`src/rtl/demux_stream_pkg.sv`:
```
// Shared types and constants for the registered 1:N stream demultiplexer.
package demux_stream_pkg;

  // Occupancy of a channel's one-entry output slot.
  typedef enum logic {
    SLOT_EMPTY = 1'b0,
    SLOT_FULL  = 1'b1
  } slot_state_t;

  // Width of each per-channel drain counter (optional statistics build).
  localparam int STATS_COUNT_WIDTH = 16;

endpackage

```
`src/rtl/demux_stream_slot.sv`:
```
// One-entry output slot of the stream demultiplexer.
// Optional drain counter is built when DEMUX_STREAM_STATS_EN is defined.
module demux_stream_slot
  import demux_stream_pkg::*;
#(
  parameter int DATA_WIDTH = 8
) (
  input  logic                  clk,
  input  logic                  rst_n,
  input  logic                  load,
  input  logic [DATA_WIDTH-1:0] load_data,
  input  logic                  ready,
  output slot_state_t           state,
  output logic [DATA_WIDTH-1:0] data
`ifdef DEMUX_STREAM_STATS_EN
  ,
  output logic [STATS_COUNT_WIDTH-1:0] count
`endif
);

  slot_state_t state_next;
  logic        drain;

  assign drain = (state == SLOT_FULL) && ready;

  // Slot occupancy register.
  always_ff @(posedge clk or negedge rst_n) begin
    if (!rst_n) state <= SLOT_EMPTY;
    else        state <= state_next;
  end

  // Next occupancy: a load always wins, a drain alone empties the slot.
  always_comb begin
    state_next = state;
    case (state)
      SLOT_EMPTY: if (load)           state_next = SLOT_FULL;
      SLOT_FULL:  if (drain && !load) state_next = SLOT_EMPTY;
      default:                        state_next = SLOT_EMPTY;
    endcase
  end

  // Payload register: replaced on load, cleared when drained without refill.
  always_ff @(posedge clk or negedge rst_n) begin
    if (!rst_n)     data <= '0;
    else if (load)  data <= load_data;
    else if (drain) data <= '0;
  end

`ifdef DEMUX_STREAM_STATS_EN
  // Count every drain; wraps naturally at the counter width.
  always_ff @(posedge clk or negedge rst_n) begin
    if (!rst_n)     count <= '0;
    else if (drain) count <= count + 1'b1;
  end
`endif

endmodule

```
`src/rtl/demux_stream_1_n.sv`:
```
// Registered 1:N stream demultiplexer with per-channel one-entry slots.
// Define DEMUX_STREAM_STATS_EN to add Transfer_Count_Out (16-bit drain
// counter per channel).
//
// Handshake: a beat moves on a rising edge when valid and ready are both
// high on that interface; Ready_Out never depends on Valid_In, and an
// output's Valid_Out stays high until its consumer takes the beat.
module demux_stream_1_n
  import demux_stream_pkg::*;
#(
  parameter  int DATA_WIDTH   = 8,
  parameter  int NUM_CHANNELS = 4,
  localparam int SEL_WIDTH    = $clog2(NUM_CHANNELS)
) (
  input  logic                               Clock_In,
  input  logic                               Reset_n_In,
  input  logic                               Enable_In,
  input  logic                               Valid_In,
  output logic                               Ready_Out,
  input  logic [DATA_WIDTH-1:0]              Data_In,
  input  logic [SEL_WIDTH-1:0]               Select_In,
  output logic [NUM_CHANNELS-1:0]            Valid_Out,
  input  logic [NUM_CHANNELS-1:0]            Ready_In,
  output logic [NUM_CHANNELS*DATA_WIDTH-1:0] Data_Out,
  output logic                               Error_Out
`ifdef DEMUX_STREAM_STATS_EN
  ,
  output logic [NUM_CHANNELS*STATS_COUNT_WIDTH-1:0] Transfer_Count_Out
`endif
);

  localparam logic [SEL_WIDTH:0] CHANNEL_LIMIT = (SEL_WIDTH+1)'(NUM_CHANNELS);

  slot_state_t                slot_state [NUM_CHANNELS];
  logic [NUM_CHANNELS-1:0]    sel_hot;
  logic [NUM_CHANNELS-1:0]    drain;
  logic [NUM_CHANNELS-1:0]    load;
  logic                       sel_in_range;
  logic                       slot_open;
  logic                       transfer;

  // One-hot decode of the destination; all-zero for an out-of-range select.
  always_comb begin
    sel_hot = '0;
    for (int k = 0; k < NUM_CHANNELS; k++) begin
      if (Select_In == SEL_WIDTH'(k)) sel_hot[k] = 1'b1;
    end
  end

  assign sel_in_range = {1'b0, Select_In} < CHANNEL_LIMIT;
  assign drain        = Valid_Out & Ready_In;
  // Selected slot can take a beat if empty or emptying on this same edge.
  assign slot_open    = |(sel_hot & (~Valid_Out | drain));
  // Out-of-range beats are accepted so they can be discarded.
  assign Ready_Out    = Enable_In && (!sel_in_range || slot_open);
  assign transfer     = Valid_In && Ready_Out;
  assign load         = transfer ? sel_hot : '0;

  // Flag a discarded out-of-range beat for exactly one cycle.
  always_ff @(posedge Clock_In or negedge Reset_n_In) begin
    if (!Reset_n_In) Error_Out <= 1'b0;
    else             Error_Out <= transfer && !sel_in_range;
  end

  for (genvar k = 0; k < NUM_CHANNELS; k++) begin : g_slot
    demux_stream_slot #(
      .DATA_WIDTH(DATA_WIDTH)
    ) u_slot (
      .clk       (Clock_In),
      .rst_n     (Reset_n_In),
      .load      (load[k]),
      .load_data (Data_In),
      .ready     (Ready_In[k]),
      .state     (slot_state[k]),
      .data      (Data_Out[k*DATA_WIDTH +: DATA_WIDTH])
`ifdef DEMUX_STREAM_STATS_EN
      ,
      .count     (Transfer_Count_Out[k*STATS_COUNT_WIDTH +: STATS_COUNT_WIDTH])
`endif
    );

    assign Valid_Out[k] = (slot_state[k] == SLOT_FULL);
  end

endmodule

```
`config.mk`:
```
export PLATFORM = sky130hd
export DESIGN_NAME = demux_stream_1_n
export DESIGN_NICKNAME = d
export VERILOG_FILES = /design/src/rtl/demux_stream_pkg.sv /design/src/rtl/demux_stream_slot.sv /design/src/rtl/demux_stream_1_n.sv
export SDC_FILE = /design/constraint.sdc
export NUM_CORES = 1
export LEC_CHECK = 0
export CAP_MARGIN = 5
export CORE_ASPECT_RATIO = 0.9
export CORE_MARGIN = 1.5
export CORE_UTILIZATION = 48
export DETAILED_ROUTE_END_ITERATION = 12
export GPL_TIMING_DRIVEN = 0
export PLACE_DENSITY = 0.83
export SETUP_SLACK_MARGIN = 0.3
export SYNTH_ARGS = -nofsm -noshare
export SYNTH_HDL_FRONTEND = slang
export SYNTH_HIERARCHICAL = 1
export SYNTH_SLANG_ARGS = --single-unit
export TNS_END_PERCENT = 30
```
`constraint.sdc`:
```
create_clock -name Clock_In -period 4.7 [get_ports Clock_In]
set_input_delay 1.175 -clock Clock_In [delete_from_list [all_inputs] [get_ports Clock_In]]
set_output_delay 1.175 -clock Clock_In [all_outputs]
set_load 0.02 [all_outputs]
```
---- Word level (Yosys, flattened, before mapping) ----
Cells that the tools add are included.
word-level totals
  input port bits ......................... 18
  register bits ........................... 36
  logic and storage cells ................. 64
operators by class
  bitwise gates (word level) .............. 8
  multiplexer cells ....................... 25
  reductions and logical operators ........ 20
  eq/ne operators ......................... 3
operator list
  cell                                            number
  two-way mux 8 bit                               8
  two-way mux 1 bit                               12
  logical AND 1 bit                               10
  AND 4 bit                                       2
  one-hot mux 1 bit (2 select lines)              4
  nonzero test 2 bit                              4
  == test 2 bit (second input constant)           2
  zero test 1 bit                                 4
  two-way mux 4 bit                               1
  NOT 1 bit                                       4
  NOT 4 bit                                       1
  bitwise OR 4 bit                                1
  OR reduction 4 bit                              1
  == test 2 x 1 -> 1 bit (second input constant)  1
  zero test 2 bit                                 1

---- Longest topological paths before layout ----
  depth after elaboration ................. 11
  gate-level depth with buffers ........... 6

---- Cells and area by module ----
The synthesis kept the hierarchy.
modules (own cells, without submodules)
  module             area an instance (sq um)  sequential area each (sq um)  cells an instance  instances
  demux_stream_slot  372.9                     225.2                         29                 4
  demux_stream_1_n   120.1                     0.0                           20                 1

---- Worst setup path before layout ----
OpenSTA, ideal clock, no wires.
  path type ............................... input -> output
  start ................................... input Ready_In[2]
  end ..................................... output Ready_Out
  data required time ...................... 3.525 ns
  arrival time ............................ 1.904 ns
  path slack .............................. 1.621 ns
  cell stages on the path ................. 3
  cells stage by stage .................... nand2b_1 -> o21ai_1 -> a211oi_1
on the way
  cells in the longest elaborated chain, start to end .. 5
ends and longest elaborated chain
  element             line                    source
  start, declared     demux_stream_1_n.sv:23  input logic [NUM_CHANNELS-1:0] Ready_In,
  AND 4 bit           demux_stream_1_n.sv:51  assign drain = Valid_Out & Ready_In;
  bitwise OR 4 bit    demux_stream_1_n.sv:53  assign slot_open = |(sel_hot & (~Valid_Out | drain));
  AND 4 bit           demux_stream_1_n.sv:53
  OR reduction 4 bit  demux_stream_1_n.sv:53
  logical AND 1 bit   demux_stream_1_n.sv:55  assign Ready_Out = Enable_In && (!sel_in_range || slot_open);
  end, declared       demux_stream_1_n.sv:19  output logic Ready_Out,
Every way passes these cells.

---- Worst setup path in the final report ----
  start ................................... input Select_In[0]
  end ..................................... output Ready_Out
on the way
  cells in the longest elaborated chain, start to end .. 5
  elaborated cells between the ends (all ways) .. 11
  classes of those cells .................. eq/ne: 3; mux: 4; bitwise: 1; reduce/logical: 3
ends and longest elaborated chain
  element                                         line                    source
  start, declared                                 demux_stream_1_n.sv:21  input logic [SEL_WIDTH-1:0] Select_In,
  == test 2 x 1 -> 1 bit (tied with other cells)  demux_stream_1_n.sv:46  if (Select_In == SEL_WIDTH'(k)) sel_hot[k] = 1'b1;
  two-way mux 1 bit                               demux_stream_1_n.sv:46
  AND 4 bit (*)                                   demux_stream_1_n.sv:53
  OR reduction 4 bit (*)                          demux_stream_1_n.sv:53
  logical AND 1 bit (*)                           demux_stream_1_n.sv:55
Every way passes the cells marked *; elsewhere a longest branch is shown, timed or not.

==> metrics.cfg <==
[power_and_ir_drop]
p_leak_uw = 0.00112
internal-power_uw = 637
comb_power_share_pct = 31.4
vdd_drop_max_v = 0.000274
swShare_pct = 29.0
clkPwrFrac_pct = 25.7
power.switching_uw = 260
seqPwrFrac_pct = 42.9
p_per_area_nw_per_um2 = 391
power.total_uw = 897

[routing]
drc = 0
drtPass1Iterations = 4
ant_nets = 0
vias_per_cell = 5.58
wl_um = 4150
routedWlPerCell_um = 17.4
initialDrtViolationCount = 78
vias = 1333

[setup_path]
crit_family = buffers and inverters
path_class = in2out
end_kind = output pin
cp.buffers_inverters = 2
required_ps = 3520
cp_cell_sequence = clkdlybuf4s50_1 -> nand3b_1 -> o21ai_1 -> a211oi_1 -> clkdlybuf4s50_1
cp_common_cell = clkdlybuf4s50_1
cp_slowest_stage_delay_ps = 640
critPathLaunchType = input port
slowest_stage = clkdlybuf4s50_1
path_max_fanout = 8
critPathArrivalTime_ps = 2870

[synthesis]
synthMostInstantiatedCell = dfrtp_1
synth_cells = 136
yosysSeqAreaShare_pct = 55.9
synthesis.area_sq_um = 1610
synthTopCellsByCount = dfrtp_1 (36), a22o_1 (32), and2b_1 (16), nor2b_1 (16), inv_1 (8)
synth_edf_count = 0
ys_top_cells_by_area = dfrtp_1 (56%), a22o_1 (17%), and2b_1 (7.5%), nor2b_1 (6.2%), buf_4 (2.3%)
syn-num-nets = 154
yosysUniqueCellTypes = 21
yosys_warnings = 6
synth_area_leader_cell = dfrtp_1
synth_top_area_share_pct = 55.9
synth-seq-cells = 36
synth_ff_type = dfrtp_1
avgSynthCellArea_sq_um = 11.8
async_reset_ff_share_pct = 100

[timing]
drv_slew = 0
min_period_over_period_pct = 86.1
period_needed_ps = 4050
tightest_slew_ps = 800
totalNegativeSetupSlack_ps = 0
maxSlewHeadroom_pct = 46.6
rsz0062_at_grt = false
hold_viol = 0
fin_worst_skew_ps = 1.61
max_freq_mhz = 247
setup_viol = 0
fin_ws_ps = 653

[final_layout]
final_cells = 239
num-fill-cells = 251
multiInputGateArea_sq_um = 643
ff_latch_area_sq_um = 901
nNetsFinal = 215
postLayoutCoreUtil_pct = 73.2
n_antenna_cell = 0
syn_to_final_growth_pct = 42.5
drive_gt1_share_pct = 7.11

[cts]
cts.htree.levels = 2
clk_pin_slew_ps = 70
cts_root_buf = clkbuf_8
cts.sinks = 36
post_cts_resized = 0
tritoncts = yes
cts_buffer_depth = 2
cts_setup_buffers = 0
insertion_delay_ps = 280
ctsHoldBuffers = 0
cts_buffers = 5

[outcome]
status = complete, no violations

[floorplanning]
pin_count = 56
initial_utilization_pct = 51.4
fp.dieW_um = 64.1
rows = 19
core_sq_um = 3140
die_y_um = 58.0
dieArea_sq_um = 3710

[global_routing]
grt_pass1_vias = 1382
antenna_found_initial = 0
grt_max_degree = 37
grt_pass1_wl_um = 6800
grt-ovfl-total = 0
grt_use_total_pct = 25.0

[min_path]
hold_class = reg2reg

[place]
dp_cells = 232
dp_slack_ps = 658
place.gp.congestion = 0.802
port_buffers = 54
post-dp-hpwl_um = 2830

[run]
maxCapViolCount = 0

## placed cells by master, fill, tap and decap left out, types with 2 or more instances in the layout
| cell | synthesis | layout |
|---|---|---|
| clkdlybuf4s50_1 | 0 | 53 |
| nand2_1 | 5 | 5 |
| o21ai_0 | 2 | 2 |
| and2b_1 | 16 | 16 |
| inv_1 | 8 | 8 |
| dfrtp_1 | 36 | 36 |
| a22o_1 | 32 | 32 |
| a21o_1 | 4 | 4 |
| buf_4 | 5 | 5 |
| clkbuf_8 | 0 | 7 |
| nor2b_1 | 16 | 16 |
## per-layer routing
| metal | share of wire [%] | routed length (um) | track usage (%) | vias up |
|---|---|---|---|---|
| li1 | - | - | - | 602 |
| met1 | 48 | 1990 | 36.4 | 650 |
| met2 | 42 | 1750 | 35.4 | 70 |
| met3 | 7.0 | 292 | 6.80 | 11 |
| met4 | 2.7 | 112 | 11.2 | 0 |
| met5 | 0 | 0 | 0 | - |
## cell type report
type                       instances  share of cell area (%)
clock buffer                       7                    4.20
multi-input combinational         87                    28.0
timing repair buffer              54                    23.3
inverter                           8                    1.31
tap                               42                    2.29
sequential                        36                    39.2
buffer                             5                    1.63
## sequential cells by signal, indices dropped and copies added, names as in the netlist
| signal | cells |
|---|---|
| g_slot.u_slot/data | 32 |
| g_slot.u_slot/state | 4 |
## per-stage QoR
| stage | instance area (sq um) | hold WS, ps |
|---|---|---|
| 6_report | 2300 | 545 |
| 5_1_grt | 2300 | 560 |
| 4_1_cts | 2300 | 543 |
| 3_5_place_dp | 2200 | 527 |
| 3_3_place_gp | 2200 | 512 |
| 2_1_floorplan | 1610 | 636 |
## path summary, 6_finish.rpt
kind | startpoint | endpoint | slack [ps] | cells after the start
worst max-delay path | Select_In[0] | Ready_Out | 650 | 5
worst min-delay path | g_slot[1].u_slot/state$_DFF_PN0_ | g_slot[1].u_slot/state$_DFF_PN0_ | 550 | 1
worst max register to register | g_slot[2].u_slot/state$_DFF_PN0_ | g_slot[2].u_slot/data[7]$_DFFE_PN0P_ | 2840 | 5
worst min register to register | g_slot[1].u_slot/state$_DFF_PN0_ | g_slot[1].u_slot/state$_DFF_PN0_ | 550 | 1
max in group asynchronous | Reset_n_In | g_slot[2].u_slot/state$_DFF_PN0_ | 3250 | 1
min in group asynchronous | Reset_n_In | g_slot[0].u_slot/data[3]$_DFFE_PN0P_ | 970 | 1
## cells by family after synthesis
logic type	Yosys count	share of synthesized area, %
buffers and inverters	13	4.19
AND/OR/NAND/NOR	44	17.5
other	1	0.233
flip-flops	36	55.9
AO/OA/AOI/OAI	42	22.1
## power by group through the flow
stage	clock network [uW]	registers (uW)	logic, uW
after global placement	0	387	276
final	230	385	282
after CTS	234	385	284
after floorplan	0	444	81.8
after global routing	249	391	300
after detailed placement	0	388	281
(Power assumes the default switching activity.)
